**config.mk**
```make
export PLATFORM = sky130hd
export DESIGN_NAME = rectangle_skeygen_param
export DESIGN_NICKNAME = d
export VERILOG_FILES = /design/src/rtl/rectangle_pkg.sv /design/src/rtl/rectangle_ks_round.sv /design/src/rtl/rectangle_skeygen_param.sv
export SDC_FILE = /design/constraint.sdc
export NUM_CORES = 1
export LEC_CHECK = 0
export BUFFER_PORTS_ARGS = -buffer_cell sky130_fd_sc_hd__buf_2
export CORE_MARGIN = 4
export CORE_UTILIZATION = 45
export DETAILED_ROUTE_END_ITERATION = 16
export GPL_ROUTABILITY_DRIVEN = 0
export MAX_ROUTING_LAYER = met4
export PLACE_DENSITY = 0.73
export SYNTH_ARGS = -nofsm -noshare
export SYNTH_HDL_FRONTEND = slang
export SYNTH_HIERARCHICAL = 1
export SYNTH_SLANG_ARGS = --single-unit
export TNS_END_PERCENT = 30
```
**constraint.sdc**
```tcl
create_clock -name Clk -period 2.85 [get_ports Clk]
set_clock_uncertainty 0.15 [all_clocks]
set_input_delay 0.285 -clock Clk [delete_from_list [all_inputs] [get_ports Clk]]
set_output_delay 0.285 -clock Clk [all_outputs]
set_load 0.01 [all_outputs]
```
**src/rtl/rectangle_pkg.sv**
```systemverilog
// Shared RECTANGLE key-schedule definitions: S-box, round-constant LFSR, mode and FSM encodings.
// Optional 80-bit key mode is controlled by RECTANGLE_KEY80_EN in the modules that import this package.
package rectangle_pkg;

  localparam int         NR_DEFAULT = 25;
  localparam logic [4:0] RC_SEED    = 5'h01;

  typedef enum logic {
    KEY80  = 1'b0,
    KEY128 = 1'b1
  } key_mode_e;

  typedef enum logic [1:0] {
    ST_IDLE = 2'd0,
    ST_GEN  = 2'd1,
    ST_DONE = 2'd2
  } fsm_state_e;

  function automatic logic [3:0] sbox(input logic [3:0] x);
    logic [3:0] y;
    case (x)
      4'h0: y = 4'h6;
      4'h1: y = 4'h5;
      4'h2: y = 4'hC;
      4'h3: y = 4'hA;
      4'h4: y = 4'h1;
      4'h5: y = 4'hE;
      4'h6: y = 4'h7;
      4'h7: y = 4'h9;
      4'h8: y = 4'hB;
      4'h9: y = 4'h0;
      4'hA: y = 4'h3;
      4'hB: y = 4'hD;
      4'hC: y = 4'h8;
      4'hD: y = 4'hF;
      4'hE: y = 4'h4;
      default: y = 4'h2;
    endcase
    return y;
  endfunction

  function automatic logic [4:0] rc_step(input logic [4:0] rc);
    return {rc[3:0], rc[4] ^ rc[2]};
  endfunction

endpackage

```
**src/rtl/rectangle_ks_round.sv**
```systemverilog
// One combinational RECTANGLE key-schedule round: next key state plus the round key of the current state.
// mode=1 selects 128-bit; the 80-bit path exists only when RECTANGLE_KEY80_EN is defined.
module rectangle_ks_round
  import rectangle_pkg::*;
(
  input  logic [127:0] st,
  input  logic         mode,
  input  logic [4:0]   rc,
  output logic [127:0] st_next,
  output logic [63:0]  rk
);

  logic [31:0]  r [4];
  logic [31:0]  s [4];
  logic [3:0]   col;
  logic [127:0] next128;
  logic [63:0]  rk128;

  // Column c is the nibble {row3[c],row2[c],row1[c],row0[c]}; only the low 8 columns are substituted.
  always_comb begin
    col = '0;
    for (int i = 0; i < 4; i++) begin
      r[i] = st[32*i +: 32];
      s[i] = r[i];
    end
    for (int c = 0; c < 8; c++) begin
      col = sbox({r[3][c], r[2][c], r[1][c], r[0][c]});
      for (int j = 0; j < 4; j++) s[j][c] = col[j];
    end
    next128[31:0]   = {s[0][23:0], s[0][31:24]} ^ s[1] ^ {27'd0, rc};
    next128[63:32]  = s[2];
    next128[95:64]  = {s[2][15:0], s[2][31:16]} ^ s[3];
    next128[127:96] = s[0];
  end

  assign rk128 = {st[111:96], st[79:64], st[47:32], st[15:0]};

`ifdef RECTANGLE_KEY80_EN
  logic [15:0]  q [5];
  logic [15:0]  t [5];
  logic [3:0]   col80;
  logic [127:0] next80;

  always_comb begin
    col80 = '0;
    for (int i = 0; i < 5; i++) begin
      q[i] = st[16*i +: 16];
      t[i] = q[i];
    end
    for (int c = 0; c < 4; c++) begin
      col80 = sbox({q[3][c], q[2][c], q[1][c], q[0][c]});
      for (int j = 0; j < 4; j++) t[j][c] = col80[j];
    end
    next80 = {48'd0,
              t[0],
              {t[3][3:0], t[3][15:4]} ^ t[4],
              t[3],
              t[2],
              {t[0][7:0], t[0][15:8]} ^ t[1] ^ {11'd0, rc}};
  end

  assign st_next = mode ? next128 : next80;
  assign rk      = mode ? rk128 : st[63:0];
`else
  logic unused_mode;
  assign unused_mode = mode;
  assign st_next     = next128;
  assign rk          = rk128;
`endif

endmodule

```
**src/rtl/rectangle_skeygen_param.sv**
```systemverilog
// RECTANGLE key-schedule engine: on start flushes the key RAM, then writes K0..K(NR) one per cycle; done pulses after.
// start is ignored while busy/done; 80-bit key mode is built only when RECTANGLE_KEY80_EN is defined.
module rectangle_skeygen_param
  import rectangle_pkg::*;
#(
  parameter int NR     = NR_DEFAULT,
  parameter int ADDR_W = 5
) (
  input  logic              Clk,
  input  logic              RstN,
  input  logic              start,
  input  logic              key_mode,
  input  logic [127:0]      key,
  output logic              busy,
  output logic              done,
  output logic              flush,
  output logic              WE,
  output logic [ADDR_W-1:0] WAddr,
  output logic [63:0]       KeyIn
);

  localparam logic [ADDR_W-1:0] LAST = ADDR_W'(NR);

  fsm_state_e        st_q;
  key_mode_e         mode_q;
  key_mode_e         start_mode;
  logic [127:0]      ks_q;
  logic [127:0]      ks_next;
  logic [127:0]      load_key;
  logic [63:0]       rk;
  logic [4:0]        rc_q;
  logic [ADDR_W-1:0] cnt_q;
  logic              we_q;
  logic              busy_q;
  logic              done_q;

`ifdef RECTANGLE_KEY80_EN
  assign start_mode = key_mode ? KEY128 : KEY80;
  assign load_key   = key_mode ? key : {48'd0, key[79:0]};
`else
  logic unused_key_mode;
  assign unused_key_mode = key_mode;
  assign start_mode      = KEY128;
  assign load_key        = key;
`endif

  rectangle_ks_round u_round (
    .st      (ks_q),
    .mode    (mode_q == KEY128),
    .rc      (rc_q),
    .st_next (ks_next),
    .rk      (rk)
  );

  always_ff @(posedge Clk or negedge RstN) begin
    if (!RstN) begin
      st_q   <= ST_IDLE;
      mode_q <= KEY80;
      ks_q   <= '0;
      rc_q   <= '0;
      cnt_q  <= '0;
      we_q   <= 1'b0;
      busy_q <= 1'b0;
      done_q <= 1'b0;
    end else begin
      case (st_q)
        ST_IDLE: begin
          if (start) begin
            ks_q   <= load_key;
            mode_q <= start_mode;
            rc_q   <= RC_SEED;
            cnt_q  <= '0;
            we_q   <= 1'b1;
            busy_q <= 1'b1;
            st_q   <= ST_GEN;
          end
        end
        ST_GEN: begin
          ks_q <= ks_next;
          rc_q <= rc_step(rc_q);
          // Counter returns to 0 on exit so WAddr idles at zero.
          if (cnt_q == LAST) begin
            cnt_q  <= '0;
            we_q   <= 1'b0;
            busy_q <= 1'b0;
            done_q <= 1'b1;
            st_q   <= ST_DONE;
          end else begin
            cnt_q <= cnt_q + 1'b1;
          end
        end
        ST_DONE: begin
          done_q <= 1'b0;
          st_q   <= ST_IDLE;
        end
        default: st_q <= ST_IDLE;
      endcase
    end
  end

  assign flush = start & (st_q == ST_IDLE);
  assign busy  = busy_q;
  assign done  = done_q;
  assign WE    = we_q;
  assign WAddr = cnt_q;
  assign KeyIn = we_q ? rk : 64'd0;

endmodule

```
==> results.toml, run 1 <==
[outcome]
run_status = "finished clean"

[yosys]
syn_avg_cell_area_um2 = 8.94
syn_area_um2 = 9730
synthCells = 1089
yosys_warnings = 6
syn-num-nets = 1265

[pwr]
power_frac_comb_pct = 52.1
power_density_nw_per_um2 = 1420
swShare_pct = 44.7
total_power_mw = 15.1
intPower_mw = 8.34
ir_worst_vdd_mv = 0.473
sequentialPowerShare_pct = 33.0
clkPwrFrac_pct = 14.9
leakagePower_nw = 4.84
power_switching_mw = 6.73

[worst_setup_path]
cp_cell_sequence = "inv_1 > ha_1 > nor2b_1 > a211oi_1 > a21oi_1 > xnor2_1 > a22oi_1 > o21ai_0"
rr_endpoint = "ks_q[3]$_DFFE_PN0P_"
worstSetupStartpointType = "flip-flop"
end_kind = "flip-flop"
path_class = "flip-flop to flip-flop"
slowest_delay_ps = 520
arrival_ps = 2360
cp.required_ps = 2980
crit_slowest_cell = "dfrtp_1"
rrSetupSlack_ps = 620
r2r-start = "ks_q[3]$_DFFE_PN0P_"
timing.critical_path.from = "ks_q[3]$_DFFE_PN0P_"
rr_worst_depth = 8
path_max_fanout = 9

[clock_network]
cts.path.max_buffers = 2
htree_levels = 4
cts_sinks = 142
cts_tree = "done"
cts-root-buf = "clkbuf_16"
clk_latency_ps = 420
numCtsBuffers = 17
post_cts_buffers = 0
clk_pin_slew_ps = 60

[layout]
fin_util_pct = 50.4
fill_cells = 1979
area.growth.synth_to_final_pct = 9.49
drive_gt1_share_pct = 23.5
fin_cells = 1428
final_cell_area_um2 = 10700
fin_nets = 1314

[placed_design]
dpl_cell_area_um2 = 9950
port_buffers = 203
hpwl_mm = 20.2
detailedPlace.worstSlack_ps = 651
place_inst = 1383

[route]
routedWlPerCell_um = 19.9
drtIter0Drc = 631
antenna_left = 0
wirelength_mm = 28.4
drt-vias-per-instance = 5.48
via_count = 7819
drc_errors = 0
drtPass1Iterations = 6

[sta]
finalHoldViolCount = 0
rsz0062_at_grt = "no"
max_slew_margin_pct = 52.1
fmax_mhz = 448
slew_violations = 0
fin_ws_ps = 619
setup_viol = 0
worstMarginPinSlew_ps = 718
hold_slack_ps = 7.47
fin_crit_ps = 2230
period_share_pct = 78.3
tns_ps = 0

[hold_path]
hp-start = "key[81]"
hold_path.class = "input port to flip-flop"
min_path_cells = 3
min_to = "ks_q[81]$_DFFE_PN0P_"

[global_routing]
grt-ovfl-total = 0
grt_max_degree = 103
grt.busiest_layer = "met2"
track_usage_pct = 23.9
grtUsageMet1_pct = 32.6
grtUsageMet2_pct = 36.4
grt_pass1_vias = 7644
grt_pass1_wl_mm = 43.3
grt_use_met3_pct = 4.37
antenna_found_initial = 2

[die]
core-area_um2 = 21200
std_cell_rows = 53
num_io_pins = 205
initial_core_util_pct = 46.0
die_y_um = 155
die_w_um = 155
die_area_um2 = 24000

[job]
max_cap_violations = 0
## final cells by class
type / instances / area [um2] / share of cell area, %
inverter: 25 / 93.8 / 0.881
clock buffer: 21 / 460 / 4.32
multi-input combinational: 726 / 4760 / 44.7
clock inverter: 11 / 131 / 1.23
timing repair buffer: 226 / 1300 / 12.2
tap: 275 / 344 / 3.23
antenna: 2 / 5.00 / 0.0470
sequential: 142 / 3560 / 33.4
## routing by layer
layer	share of wire (%)	up-vias
li1	-	3700
met1	43	3784
met2	47	293
met3	7.2	42
met4	2.5	0
met5	0	-
## power groups by stage
stage	Clock [mW]	Sequential [mW]	Combinational, mW
floorplan	0	4.07	7.41
global placement	0	4.96	7.53
finish	2.25	4.97	7.85
detailed placement	0	5.01	7.83
global route	2.39	5.16	8.77
CTS	2.29	4.97	7.87
## what timing repair did
action                                  in CTS  in global routing
endpoints found under the hold margin       74                  1
gates resized for setup                      0                  0
hold buffers                                10                  1
endpoints found under the setup margin       0                  0
## layout by cell type (no fill, tap or decap), types with 17 or more instances in the layout
cell,instances
buf_2,202
and2_1,64
o21ai_0,116
a22oi_1,118
ha_1,44
clkbuf_16,17
dfrtp_1,139
inv_1,25
nand2_1,150
o21ai_1,29
a21oi_1,25
xor2_1,60
xnor2_1,19
## how the worst max path moves through the flow
stage,to,slack [ps],cells after the start
2_1_floorplan,ks_q[3]$_DFFE_PN0P_,940,8
3_3_place_gp,ks_q[56]$_DFFE_PN0P_,750,4
3_5_place_dp,ks_q[3]$_DFFE_PN0P_,650,8
4_1_cts,ks_q[3]$_DFFE_PN0P_,640,8
5_1_grt,ks_q[3]$_DFFE_PN0P_,470,8
6_report,ks_q[3]$_DFFE_PN0P_,620,8
## critical path: cells and delay by family, from the launching register on
| family | cells | cell delay [ps] |
|---|---|---|
| flops | 1 | 520 |
| fa+ha+maj | 1 | 350 |
| compound gates | 4 | 610 |
| simple gates | 1 | 170 |
| buf+inv | 1 | 140 |
| xor+xnor | 1 | 140 |
## registers in the layout, indices dropped and copies added, names as in the netlist
name / count
done: 1
ks_q: 128
WAddr: 5
rc_q: 5
st_q: 2
busy: 1
No activity file was read; power rests on OpenSTA's default activity.
==> run 2, diff against run 1 <==
clock period = 2.1 ns   (was 2.85 ns; I/O delays follow)
==> run 2 against run 1 <==
Compared with the run above:
- final cell count grew 8.1%
- wire length increased by 5.0%
- clock power grew 28%
- combinational power increased by 43%
- global-route usage rose by 1.4 points
- die area is the same
- critical path type unchanged
==> results.toml, run 2 (same netlist as run 1, synthesis figures left out) <==
[worst_setup_path]
crit_slowest_cell = "dfrtp_1"
arrival_ps = 2130
cp_cell_sequence = "inv_1 > ha_1 > xor2_1 > o22ai_1 > xor2_1 > a22oi_1 > o21ai_0"
critPathBufInv = 1
worstSetupStartpointType = "flip-flop"
path_class = "flip-flop to flip-flop"
slowest_delay_ps = 480
cp.required_ps = 2280
end_kind = "flip-flop"
cpMostUsedCell = "xor2_1"
path_max_fanout = 8
crit_family = "flip-flops"

[global_routing]
grt.busiest_layer = "met2"
grtUsageMet1_pct = 34.9
antenna_found_initial = 0
grt_pass1_wl_mm = 46.2
grt_use_met3_pct = 3.31
grt-ovfl-total = 0
grtUsageMet2_pct = 38.6
track_usage_pct = 25.2
grt_pass1_vias = 8279
grt_max_degree = 103

[sta]
fmax_mhz = 513
tns_ps = 0
fin_crit_ps = 1950
max_slew_margin_pct = 66.1
hold_slack_ps = 24.7
fin_ws_ps = 152
finalHoldViolCount = 0
worstMarginPinSlew_ps = 508
setup_viol = 0
rsz0062_at_grt = "no"
period_share_pct = 92.8
slew_violations = 0

[route]
drtPass1Iterations = 5
drc_errors = 0
routedWlPerCell_um = 19.3
drt-vias-per-instance = 5.44
antenna_left = 0
drtIter0Drc = 800
via_count = 8402
wirelength_mm = 29.8

[clock_network]
clk_pin_slew_ps = 60
cts_sinks = 142
cts.path.max_buffers = 2
cts-root-buf = "clkbuf_16"
htree_levels = 4
cts_tree = "done"
clk_latency_ps = 420
numCtsBuffers = 17

[layout]
final_cell_mix = "202 x buf_2, 150 x nand2_1, 135 x dfrtp_1"
n_antenna_cell = 0
largest-register = "ks_q"
seq_area_um2 = 3570
final_cell_area_um2 = 11800
fin_cells = 1544
drive_gt1_share_pct = 23.0
multi_input_area_um2 = 4770
area.growth.synth_to_final_pct = 21.6
final_common_cell = "buf_2"
fill_cells = 1799
largest_register_ffs = 128
fin_nets = 1433

[pwr]
ir_worst_vdd_mv = 0.622
power_density_nw_per_um2 = 1740
leakagePower_nw = 5.34

[placed_design]
hpwl_mm = 20.9
detailedPlace.worstSlack_ps = 121
place_inst = 1398
port_buffers = 203
dpl_cell_area_um2 = 10100

[outcome]
run_status = "finished clean"

[die]
core-area_um2 = 21200
std_cell_rows = 53
die_area_um2 = 24000
num_io_pins = 205
initial_core_util_pct = 46.0
die_w_um = 155
die_y_um = 155

[hold_path]
hold_path.class = "input port to flip-flop"

[job]
max_cap_violations = 0
==> run 2: tightest hold or removal path: stages <==
cell,delay (ps)
buf_2,100
a22oi_1,60
o21ai_0,160
==> run 2: per-layer routing <==
metal | vias up | wire length (um)
li1 | 3945 | -
met5 | - | 0
met4 | 0 | 856
met1 | 4032 | 13400
met2 | 361 | 13900
met3 | 64 | 1700
==> run 2: worst paths after layout <==
| kind | start | end | slack, ps | cells after the start |
|---|---|---|---|---|
| max in group asynchronous | RstN | ks_q[89]$_DFFE_PN0P_ | 1000 | 3 |
| min | key[32] | ks_q[32]$_DFFE_PN0P_ | 20 | 3 |
| min in group asynchronous | RstN | ks_q[105]$_DFFE_PN0P_ | 160 | 2 |
| max | ks_q[37]$_DFFE_PN0P_ | ks_q[5]$_DFFE_PN0P_ | 150 | 7 |
| max reg2reg | ks_q[37]$_DFFE_PN0P_ | ks_q[5]$_DFFE_PN0P_ | 150 | 7 |
| min reg2reg | ks_q[117]$_DFFE_PN0P_ | ks_q[117]$_DFFE_PN0P_ | 350 | 2 |
==> run 2: where the power goes <==
part	switching [mW]	total (mW)	internal, mW
clock	1.17	2.88	1.71
combinational	5.77	11.2	5.48
sequential	2.18	6.50	4.32
total	9.13	20.6	11.5
==> run 2: area by class of cell <==
cell class                      count  share of cell area (%)
Tap cell                          275                    2.91
Sequential cell                   142                    30.1
Clock inverter                     10                   0.761
Clock buffer                       21                    3.98
Timing Repair Buffer              345                    21.1
Multi-Input combinational cell    726                    40.3
Inverter                           25                   0.793
==> run 2: metrics by stage <==
| step | power [mW] | util (%) |
|---|---|---|
| after floorplan | 15.6 | - |
| after global placement | 17.0 | 47.8 |
| after detailed placement | 17.5 | 47.8 |
| after CTS | 20.6 | 55.9 |
| after global routing | 22.3 | 55.9 |
| final | 20.6 | 55.9 |
==> run 2: what timing repair did <==
action                                 in CTS  in global routing
gates resized for setup                     0                  6
hold buffers                              115                  0
setup buffers                               0                  0
setup endpoints to repair                   0                  4
endpoints found under the hold margin     217                  0
